==> src/rtl/multicycle_control.sv <==
// Multi-cycle control FSM for an RV32I-subset datapath. It sequences FETCH/DECODE/EXEC/MEM/WB,
// decodes datapath controls from the latched instruction and traps on unsupported encodings.
module multicycle_control #(
  parameter int unsigned MEM_LAT = 1
) (
  input  logic        clk,
  input  logic        reset,
  input  logic        run,
  input  logic [31:0] inst_in,
  input  logic [3:0]  status,
  output logic        RegWrite,
  output logic        PCSrc,
  output logic        ALUSrc,
  output logic [4:0]  ALU_operation,
  output logic        write,
  output logic        MemtoReg,
  output logic        pc_write,
  output logic        retired,
  output logic        illegal
);

  localparam logic [6:0] OPC_R      = 7'b0110011;
  localparam logic [6:0] OPC_I      = 7'b0010011;
  localparam logic [6:0] OPC_LOAD   = 7'b0000011;
  localparam logic [6:0] OPC_STORE  = 7'b0100011;
  localparam logic [6:0] OPC_BRANCH = 7'b1100011;

  localparam logic [4:0] ALU_ADD  = 5'd0;
  localparam logic [4:0] ALU_SUB  = 5'd1;
  localparam logic [4:0] ALU_AND  = 5'd2;
  localparam logic [4:0] ALU_OR   = 5'd3;
  localparam logic [4:0] ALU_XOR  = 5'd4;
  localparam logic [4:0] ALU_SLL  = 5'd5;
  localparam logic [4:0] ALU_SRL  = 5'd6;
  localparam logic [4:0] ALU_SRA  = 5'd7;
  localparam logic [4:0] ALU_SLT  = 5'd8;
  localparam logic [4:0] ALU_SLTU = 5'd9;

  localparam logic [3:0] MEM_LAST = 4'(MEM_LAT - 1);

  typedef enum logic [2:0] {
    S_FETCH,
    S_DECODE,
    S_EXEC,
    S_MEM,
    S_WB,
    S_TRAP
  } state_t;

  state_t      state, state_nxt;
  logic [31:0] ir;
  logic [3:0]  mem_cnt, mem_cnt_nxt;

  function automatic logic is_supported(input logic [6:0] opcode, input logic [2:0] funct3,
                                        input logic [6:0] funct7);
    logic ok;
    ok = 1'b0;
    case (opcode)
      OPC_R:      ok = (funct7 == 7'b0000000) ||
                       (funct7 == 7'b0100000 && (funct3 == 3'b000 || funct3 == 3'b101));
      OPC_I:      ok = 1'b1;
      OPC_LOAD:   ok = (funct3 == 3'b010);
      OPC_STORE:  ok = (funct3 == 3'b010);
      OPC_BRANCH: ok = (funct3 == 3'b000) || (funct3 == 3'b001) ||
                       (funct3 == 3'b100) || (funct3 == 3'b101);
      default:    ok = 1'b0;
    endcase
    return ok;
  endfunction

  // alt is instruction bit 30: selects SUB (R-type only) and SRA (R and I shifts).
  function automatic logic [4:0] alu_op(input logic r_type, input logic [2:0] funct3, input logic alt);
    logic [4:0] op;
    case (funct3)
      3'b000:  op = (r_type && alt) ? ALU_SUB : ALU_ADD;
      3'b001:  op = ALU_SLL;
      3'b010:  op = ALU_SLT;
      3'b011:  op = ALU_SLTU;
      3'b100:  op = ALU_XOR;
      3'b101:  op = alt ? ALU_SRA : ALU_SRL;
      3'b110:  op = ALU_OR;
      default: op = ALU_AND;
    endcase
    return op;
  endfunction

  logic [6:0] opcode;
  logic [2:0] funct3;
  logic       is_r, is_i, is_load, is_store, is_branch;
  logic [4:0] ir_alu_op;
  logic       ir_alu_src;
  logic       flag_z, flag_n, flag_v, taken;
  logic       unused_bits;

  assign opcode    = ir[6:0];
  assign funct3    = ir[14:12];
  assign is_r      = (opcode == OPC_R);
  assign is_i      = (opcode == OPC_I);
  assign is_load   = (opcode == OPC_LOAD);
  assign is_store  = (opcode == OPC_STORE);
  assign is_branch = (opcode == OPC_BRANCH);

  assign ir_alu_op  = is_branch             ? ALU_SUB :
                      (is_load || is_store) ? ALU_ADD : alu_op(is_r, funct3, ir[30]);
  assign ir_alu_src = is_i || is_load || is_store;

  assign flag_z = status[0];
  assign flag_n = status[1];
  assign flag_v = status[3];

  always_comb begin
    case (funct3)
      3'b000:  taken = flag_z;
      3'b001:  taken = !flag_z;
      3'b100:  taken = flag_n ^ flag_v;
      default: taken = !(flag_n ^ flag_v);
    endcase
  end

  assign unused_bits = ^{ir[31], ir[29:15], ir[11:7], inst_in[24:15], inst_in[11:7], status[2]};

  // NOTE: sequential state uses non-blocking assignments so every register samples pre-edge values.
  always_ff @(posedge clk or negedge reset) begin
    if (!reset) begin
      state   <= S_FETCH;
      ir      <= '0;
      mem_cnt <= '0;
    end else begin
      state   <= state_nxt;
      mem_cnt <= mem_cnt_nxt;
      if (state == S_DECODE) ir <= inst_in;
    end
  end

  // NOTE: every combinational output is defaulted first so no path can infer a latch.
  always_comb begin
    state_nxt     = state;
    mem_cnt_nxt   = '0;
    RegWrite      = 1'b0;
    PCSrc         = 1'b0;
    ALUSrc        = 1'b0;
    ALU_operation = ALU_ADD;
    write         = 1'b0;
    MemtoReg      = 1'b0;
    pc_write      = 1'b0;
    retired       = 1'b0;
    illegal       = 1'b0;

    case (state)
      S_FETCH: if (run) state_nxt = S_DECODE;

      S_DECODE: state_nxt = is_supported(inst_in[6:0], inst_in[14:12], inst_in[31:25]) ? S_EXEC : S_TRAP;

      S_EXEC: begin
        ALU_operation = ir_alu_op;
        ALUSrc        = ir_alu_src;
        if (is_r || is_i) begin
          state_nxt = S_WB;
        end else if (is_load || is_store) begin
          state_nxt = S_MEM;
        end else if (is_branch) begin
          PCSrc     = taken;
          pc_write  = 1'b1;
          retired   = 1'b1;
          state_nxt = S_FETCH;
        end else begin
          state_nxt = S_TRAP;
        end
      end

      S_MEM: begin
        ALU_operation = ir_alu_op;
        ALUSrc        = ir_alu_src;
        if (is_store) begin
          write     = 1'b1;
          pc_write  = 1'b1;
          retired   = 1'b1;
          state_nxt = S_FETCH;
        end else if (mem_cnt == MEM_LAST) begin
          state_nxt = S_WB;
        end else begin
          mem_cnt_nxt = mem_cnt + 4'd1;
        end
      end

      S_WB: begin
        ALU_operation = ir_alu_op;
        ALUSrc        = ir_alu_src;
        RegWrite      = 1'b1;
        MemtoReg      = !is_load;
        pc_write      = 1'b1;
        retired       = 1'b1;
        state_nxt     = S_FETCH;
      end

      S_TRAP: illegal = 1'b1;

      default: state_nxt = S_TRAP;
    endcase
  end

endmodule

==> config.mk <==
export PLATFORM = sky130hd
export DESIGN_NAME = multicycle_control
export DESIGN_NICKNAME = d
export VERILOG_FILES = /design/src/rtl/multicycle_control.sv
export SDC_FILE = /design/constraint.sdc
export NUM_CORES = 1
export LEC_CHECK = 0
export BUFFER_PORTS_ARGS = -buffer_cell sky130_fd_sc_hd__buf_2
export CAP_MARGIN = 20
export CELL_PAD_IN_SITES_DETAIL_PLACEMENT = 1
export CELL_PAD_IN_SITES_GLOBAL_PLACEMENT = 1
export CORE_MARGIN = 8
export CORE_UTILIZATION = 39
export CTS_BUF_LIST = sky130_fd_sc_hd__clkbuf_2
export DETAILED_ROUTE_END_ITERATION = 16
export PLACE_DENSITY = 0.95
export SETUP_SLACK_MARGIN = 0.4
export SYNTH_ARGS = -nofsm -noshare
export SYNTH_HDL_FRONTEND = slang
export SYNTH_SLANG_ARGS = --single-unit
==> constraint.sdc <==
create_clock -name clk -period 3 [get_ports clk]
set_input_delay 0.15 -clock clk [delete_from_list [all_inputs] [get_ports clk]]
set_output_delay 0.15 -clock clk [all_outputs]
set_load 0.02 [all_outputs]
# Word-level counts from Yosys, hierarchy flattened
# Index checks and enable logic that the tools add are counted.
# totals
wordCells,90
inputBits,39
regBits,38
output_inout_bits,13
# op_classes
addsub,1
eq_ne,28
mux,34
bitwise,2
reduce_logical,22
# ops
cell,count
equality test 7 x 6 -> 1 bit (second input constant),5
case mux 4 bit (7 select lines),1
equality test 3 bit (second input constant),7
two-way mux 3 bit,7
case mux 3 bit (6 select lines),1
two-way mux 1 bit,16
equality test 3 x 2 -> 1 bit (second input constant),5
two-way mux 5 bit,3
equality test 7 x 2 -> 1 bit (second input constant),2
equality test 7 x 5 -> 1 bit (second input constant),2
equality test 7 bit (second input constant),2
two-way mux 4 bit,3
equality test 3 x 1 -> 1 bit (second input constant),3
zero test 3 bit,3
logical OR 1 bit,9
zero test 7 bit,1
case mux 1 bit (3 select lines),2
adder 4 x 1 -> 4 bit (second input constant),1
zero test 4 bit,1
case mux 1 bit (4 select lines),1
zero test 1 bit,3
!= test 3 bit (second input constant),1
AND reduction 3 bit,1
OR reduction 3 bit,1
other kinds (5),6

# Depth between registers and ports, before layout
# Gate-level depths: netlist (run 1).
# logic_depth
depth_word,8
depth_mapped,6
depth_no_buf,5

# Least setup slack after synthesis (run 1)
# OpenSTA, ideal clock, no wires.
# synth_timing
kind,register to output
from,register ir[2]
to,output port retired
setup_slack_ps,1093
path_buffers,2
required_time_ps,2850
path_stages_with_launch,7
arrival_ps,1757
path_cell_list,dfrtp_1 nand4bb_1 buf_6 nor3_1 a31oi_1 o21ai_0 buf_4
# synth_between
elab_chain_cells,5
word_cells_on_any_way,12
classes_between,eq/ne: 5; mux: 5; reduce/logical: 2
# synth_rtl
item,line_no,text
start: declaration,51,logic [31:0] ir;
start signal: assignment,131,if (state == S_DECODE) ir <= inst_in;
"equality test 7 bit, or another cell as far along",101,assign is_branch = (opcode == OPC_BRANCH);
two-way mux 1 bit or logical OR 1 bit (tied branches),-,
two-way mux 1 bit (2 in a row),-,
case mux 1 bit (3 select lines) *,-,
end: declaration,18,"output logic retired,"
# Every way passes the cells marked *; elsewhere a longest branch is shown, timed or not.

# Worst setup path after layout (run 1)
# layout_timing
from,register ir[2]
to,output port ALU_operation[2]
# layout_between
elab_chain_cells,5
word_cells_on_any_way,7
classes_between,eq/ne: 3; mux: 3; reduce/logical: 1
# layout_rtl
item,line_no,text
equality test 7 x 2 -> 1 bit or equality test 7 x 6 -> 1 bit (tied branches),"99, 100",
logical OR 1 bit,104,"(is_load || is_store) ? ALU_ADD : alu_op(is_r, funct3, ir[30]);"
two-way mux 5 bit,104,
two-way mux 5 bit *,103,assign ir_alu_op = is_branch ? ALU_SUB :
two-way mux 5 bit *,149,case (state)
end: declaration,14,"output logic [4:0] ALU_operation,"
# Marks and branches as above.

==> results.json, run 1 <==
{
  "overflow": 0,
  "root_buffer": "clkbuf_2",
  "finalSetupTns_ps": 0,
  "coreArea_um2": 3028,
  "synth_area_leaders": "dfrtp_1, mux2_2, nand2b_1",
  "ctsLongestPathBuffers": 2,
  "vias": 1089,
  "cts_tree": "yes",
  "hpwlAfterDp_mm": 2.741,
  "drt-wirelength-per-cell_um": 16.65,
  "power_density_nw_per_um2": 793.4,
  "die_w_um": 72.36,
  "fin_crit_sh_pct": 75.59,
  "syn_inst": 130,
  "rsz0062_at_grt": "false",
  "grt.total_usage_pct": 13.32,
  "rows": 20,
  "area_delta_synth_final_pct": 15.86,
  "numClockSinks": 18,
  "synth_seq_cells": 18,
  "synth_top_cell_area_share_pct": 36.36,
  "top_usage_layer": "met2",
  "nFillCells": 364,
  "worst-setup-path-type": "register to primary output",
  "routed_wl_mm": 3.379,
  "io-pin-count": 52,
  "antenna_found_initial": 0,
  "whs_path_depth": 2,
  "crit_fanout": 10,
  "grt_use_met1_pct": 15.12,
  "drc_errors": 0,
  "maxCapViolCount": 0,
  "die_area_um2": 5235,
  "grt_max_degree": 19,
  "ys_types": 46,
  "ys_seq_area_share_pct": 36.36,
  "htreeDepth": 1,
  "skew_ps": 3.842,
  "reg2regPathDepth": 3,
  "grt_pass1_wl_mm": 5.589,
  "power.leakage_nw": 0.6219,
  "cts_resized": 0,
  "startpoint_type": "register",
  "clkTransAtPathRegs_ps": 170,
  "die_h_um": 72.36,
  "avgViaCountPerCell": 5.365,
  "cp.required_ps": 2850,
  "start_util_pct": 40.91,
  "grt.met2_usage_pct": 23.67,
  "r2r_slack_ps": 840,
  "drv_slew": 0,
  "synth_area_um2": 1239,
  "avgSynthCellArea_um2": 9.528,
  "routabilityCongestion": 0.7943,
  "status": "completed",
  "worstSetupEndpointType": "primary output",
  "timing.rr.end": "ir[6]",
  "antenna_cells": 0,
  "hp-start": "inst_in[0]",
  "final_util_pct": 47.40,
  "peakVddDrop_uv": 497.3,
  "port_buffers": 34,
  "min_to": "ir[0]",
  "yosysWarnings": 0,
  "worstPathArrival_ps": 2120,
  "cts_made_buffers": 3,
  "clock_latency_ps": 310,
  "r2r-start": "state[0]",
  "grtUsageMet3_pct": 2.893,
  "ant_nets": 0,
  "layout-drive-gt1-share_pct": 32.70,
  "grt_pass1_vias": 1181,
  "finish.net_count": 201,
  "drt_iter0_drc": 25,
  "slew_headroom_pct": 34.45,
  "min_path_type": "input pin to register",
  "tightest_slew_ps": 979.6,
  "final-hold-violation-count": 0,
  "finalSetupViolCount": 0,
  "synth_top_cell_by_area": "dfrtp_1",
  "postSynthNetCount": 171,
  "fmax_mhz": 441.0,
  "finalCriticalPeriod_ps": 2268,
  "firstDrtPassIters": 4
}
[cells in the final DEF, fill, tap and decap left out, types with 2 or more instances in the layout]
cell type  instances
or3b_1             2
xnor2_1            2
dfrtp_1           18
xor2_1             2
nor3b_1            3
o31ai_1            2
clkbuf_2           3
a21oi_1            4
and2_1             2
nor2_1            10
nand2_1            8
nor3_1             2
nor4_1             3
mux2_2            11
nand3b_1           4
inv_1              4
buf_2             34
nand3_1            2
ha_1               2
a211o_1            3
a31oi_1            4
nand2b_1           6
o21ai_0            4
nor2b_1            2
[synthesized netlist by cell type (all sizes together)]
master / n
a2111oi: 1
o31ai: 2
ha: 2
mux2: 11
or4b: 1
o22ai: 1
a31oi: 4
nor3: 2
or3b: 2
or4: 1
o21ai: 4
a211o: 3
nand2: 8
nand4b: 1
a21boi: 1
conb: 1
nor3b: 3
clkbuf: 5
nor2: 10
o21a: 1
o21ba: 1
or2: 1
a211oi: 1
nand3b: 4
o211ai: 1
or3: 1
xnor2: 2
nand4bb: 1
a21oi: 4
and3: 1
xor2: 2
nor4: 3
buf: 5
o2bb2ai: 1
inv: 4
and2: 2
dfrtp: 18
a32oi: 1
or4bb: 1
nand3: 2
nor2b: 2
nand2b: 6
a21o: 1
a41oi: 1
[cell type report]
type	instances	area, µm²	area share [%]
Clock buffer	3	15.01	1.046
Clock inverter	1	3.754	0.2616
Inverter	4	15.01	1.046
Multi-Input combinational cell	98	715.7	49.87
Sequential cell	18	450.4	31.39
Tap cell	44	55.05	3.836
Timing Repair Buffer	35	180.2	12.55
[per-stage QoR]
| step | setup WS [ps] | cells | power (W) | area [µm²] | hold slack [ps] |
|---|---|---|---|---|---|
| 2_1_floorplan | 1093 | 130 | 0.0008951 | 1239 | -145.6 |
| 3_5_place_dp | 889.4 | 198 | 0.001038 | 1406 | 95.09 |
| 4_1_cts | 754.9 | 203 | 0.001144 | 1435 | 71.84 |
| 5_1_grt | 502.9 | 203 | 0.001217 | 1435 | 69.98 |
| 6_report | 732.2 | 203 | 0.001139 | 1435 | 76.79 |
| 3_3_place_gp | 1054 | 198 | 0.0009856 | 1406 | 85.98 |
[how the worst max path moves through the flow]
stage / startpoint / endpoint / slack, ps / cells after the start
finish: ir[2] / ALU_operation[2] / 730 / 4
global route: ir[2] / ALU_operation[0] / 500 / 5
CTS: ir[2] / ALU_operation[0] / 750 / 5
detailed placement: state[0] / ir[6] / 890 / 3
global placement: state[0] / ir[2] / 1050 / 3
floorplan: ir[2] / retired / 1090 / 6
[report_power, final]
| group | switching (W) | internal, W | total (W) | leakage [nW] |
|---|---|---|---|---|
| Clock | 0.0000765 | 0.0000290 | 0.000105 | 0.0140 |
| Sequential | 0.000158 | 0.000332 | 0.000491 | 0.221 |
| Combinational | 0.000284 | 0.000258 | 0.000543 | 0.387 |
| Total | 0.000519 | 0.000619 | 0.00114 | 0.622 |
[sequential cells by signal (all words and copies together) (netlist names)]
signal / flops
state: 3
mem_cnt: 4
ir: 11
[worst max-delay path: stages (launching register included)]
cell and delay [ps]:
dfrtp_1 420, nand4bb_1 460, o31ai_1 610, nor3_1 130, buf_2 190
[timing repair]
item,CTS,global route
setup endpoints to repair,0,0
setup buffers,0,0
endpoints found under the hold margin,18,0
hold buffers,1,0
[kinds of logic after synthesis]
logic type,count (synthesis),synth area share (%)
other,1,0.3027
XOR/XNOR,4,2.829
multiplexers,11,10.00
AO/OA/AOI/OAI,28,17.27
buffers and inverters,14,5.858
AND/OR/NAND/NOR,52,25.36
flip-flops,18,36.36
adder cells (fa/ha/maj),2,2.020
[routing by layer]
metal | vias to the layer above | routed length (µm) | share of wire (%)
met5 | - | 0 | 0
met4 | 0 | 48 | 1.4
met3 | 5 | 149 | 4.4
met2 | 31 | 1711 | 51
met1 | 528 | 1469 | 43
li1 | 525 | - | -
(Power assumes the default switching activity.)
==> inputs of run 2 (changes only) <==
- CORE_UTILIZATION: 39 -> 32
- PLACE_DENSITY: 0.95 -> 0.86
- clock period: 3 -> 1.9 ns (I/O delays scaled with it)
==> run 2 against run 1 <==
Compared with the run above:
- first-iteration DRC count rose to 2.6 times the previous value
- die area is 17% higher
- utilization grew 0.059 points
- total power grew 110%
- highest routed layer unchanged
- register-to-register slack lost 520 ps
- non-clock buffer count rose by 16
- worst hold slack got worse by 44 ps
- global-route usage decreased by 0.43 points
- cell area grew 22%
- critical path depth grew 2
- count of clock-buffer cells in the layout unchanged
- clock skew shrank 2.6 ps
==> results.json, run 2 (synthesis gave the netlist of run 1 again) <==
{
  "min_to": "ir[0]",
  "numClockSinks": 18,
  "die_h_um": 78.22,
  "drt_iter0_drc": 65,
  "p_sw_share_pct": 43.77,
  "crit_path_frequent_cell": "buf_4",
  "r2r_slack_ps": 320,
  "layout_common_cells": "buf_2, buf_4, dfrtp_1",
  "largest_register": "ir",
  "maxCapViolCount": 0,
  "grt.total_usage_pct": 12.89,
  "htreeDepth": 1,
  "overflow": 0,
  "critPathBufInv": 3,
  "switchingPower_w": 0.001053,
  "antenna_cells": 0,
  "skew_ps": 1.247,
  "coreArea_um2": 3689,
  "pwr-share-clk_pct": 6.9,
  "crit_slowest_cell": "dfrtp_1",
  "ant_nets": 0,
  "worstPathArrival_ps": 1780,
  "clkTransAtPathRegs_ps": 170,
  "critical_path_depth": 6,
  "finalSetupViolCount": 0,
  "p_total_w": 0.002406,
  "combPwrFrac_pct": 63.8,
  "avgViaCountPerCell": 5.332,
  "vias": 1189,
  "grt_max_degree": 19,
  "rsz0062_at_grt": "true",
  "place_area_um2": 1479,
  "clock_latency_ps": 300,
  "cpPeakStageDelay_ps": 420,
  "grt_pass1_wl_mm": 6.561,
  "final-hold-violation-count": 0,
  "design_area_um2": 1750,
  "peakVddDrop_uv": 753.3,
  "power_density_nw_per_um2": 1375,
  "cp_top_family": "buffers and inverters",
  "status": "completed",
  "layout-drive-gt1-share_pct": 51.43,
  "cp.required_ps": 1800,
  "hold_ws_ps": 32.54,
  "ctsLongestPathBuffers": 2,
  "die_area_um2": 6118,
  "worst-setup-path-type": "register to primary output",
  "fin_crit_sh_pct": 98.68,
  "cts_tree": "yes",
  "reg2regPathDepth": 5,
  "antenna_found_initial": 0,
  "min_path_type": "input pin to register",
  "start_util_pct": 33.58,
  "crit_chain": "nand4bb_4 > buf_6 > o31ai_1 > buf_4 > nor3b_2 > buf_4",
  "firstDrtPassIters": 4,
  "top_regs": "ir: 11 flops, mem_cnt: 4 flops, state: 3 flops",
  "area_delta_synth_final_pct": 41.31,
  "p_int_w": 0.001353,
  "power.leakage_nw": 0.7411,
  "port_buffers": 34,
  "largest_reg_flops": 11,
  "r2r-start": "ir[2]",
  "grt_pass1_vias": 1378,
  "finalCriticalPeriod_ps": 1875,
  "crit_fanout": 5,
  "startpoint_type": "register",
  "worstSetupEndpointType": "primary output",
  "fmax_mhz": 533.4,
  "seq_power_share_pct": 29.3,
  "rows": 22,
  "final_common_cell": "buf_2",
  "finish.net_count": 217,
  "routabilityCongestion": 0.7961,
  "io-pin-count": 52,
  "routed_wl_mm": 4.103,
  "whs_path_depth": 2,
  "die_w_um": 78.22,
  "drt-wirelength-per-cell_um": 18.40,
  "drc_errors": 0,
  "hpwlAfterDp_mm": 2.735,
  "nFillCells": 438,
  "timing.rr.end": "state[1]",
  "hp-start": "inst_in[0]",
  "drv_slew": 0,
  "cts_made_buffers": 3,
  "root_buffer": "clkbuf_2"
}
## run 2: cell types whose count changed in the layout (fill, tap and decap cells not counted), sizes merged
cell,change
buf,+16
## run 2: cell type report
cell class | instances | area (µm²) | share of cell area, %
sequential | 18 | 455.4 | 26.02
clock inverter | 1 | 3.754 | 0.2144
timing repair buffer | 51 | 349.1 | 19.94
multi-input combinational | 98 | 849.6 | 48.53
inverter | 4 | 17.52 | 1.001
clock buffer | 3 | 15.01 | 0.8578
tap | 48 | 60.06 | 3.431
## run 2: power by group through the flow
stage | registers (W) | logic (W) | clock network, W
after floorplan | 0.000601 | 0.000840 | 0
after global placement | 0.000711 | 0.000957 | 0
after detailed placement | 0.000729 | 0.000992 | 0
after CTS | 0.000673 | 0.00129 | 0.000167
after global routing | 0.000725 | 0.00164 | 0.000187
final | 0.000704 | 0.00154 | 0.000167
## run 2: worst max-delay path by stage
stage,start,end,slack (ps)
finish,ir[2],ALU_operation[3],30
CTS,ir[2],ALU_operation[0],40
detailed placement,state[2],ALU_operation[3],240
floorplan,ir[2],retired,250
global route,ir[2],ALU_operation[3],-70
global placement,state[2],ALU_operation[3],290
## run 2: timing repair
action	in CTS	in global routing
endpoints found under the hold margin	18	0
endpoints found under the setup margin	26	26
pin swaps	6	8
hold buffers	1	0
buffers inserted	6	1
gates resized for setup	28	22
gates cloned	1	1
## run 2: layer usage
layer	vias up	wire, µm	global-route usage (%)
met5	-	0	0
met4	0	116	6.481
met3	12	128	3.075
met2	31	2139	23.20
met1	585	1718	13.69
li1	561	-	-
## run 2: metrics by stage
stage / utilization [%] / instances / setup TNS [ps] / setup WS (ps)
floorplan: - / 130 / 0 / 249.8
global placement: 40.10 / 209 / 0 / 292.4
detailed placement: 40.10 / 209 / 0 / 236.5
finish: 47.46 / 223 / 0 / 25.14
CTS: 44.57 / 221 / 0 / 42.31
global route: 47.46 / 223 / -310.8 / -69.50
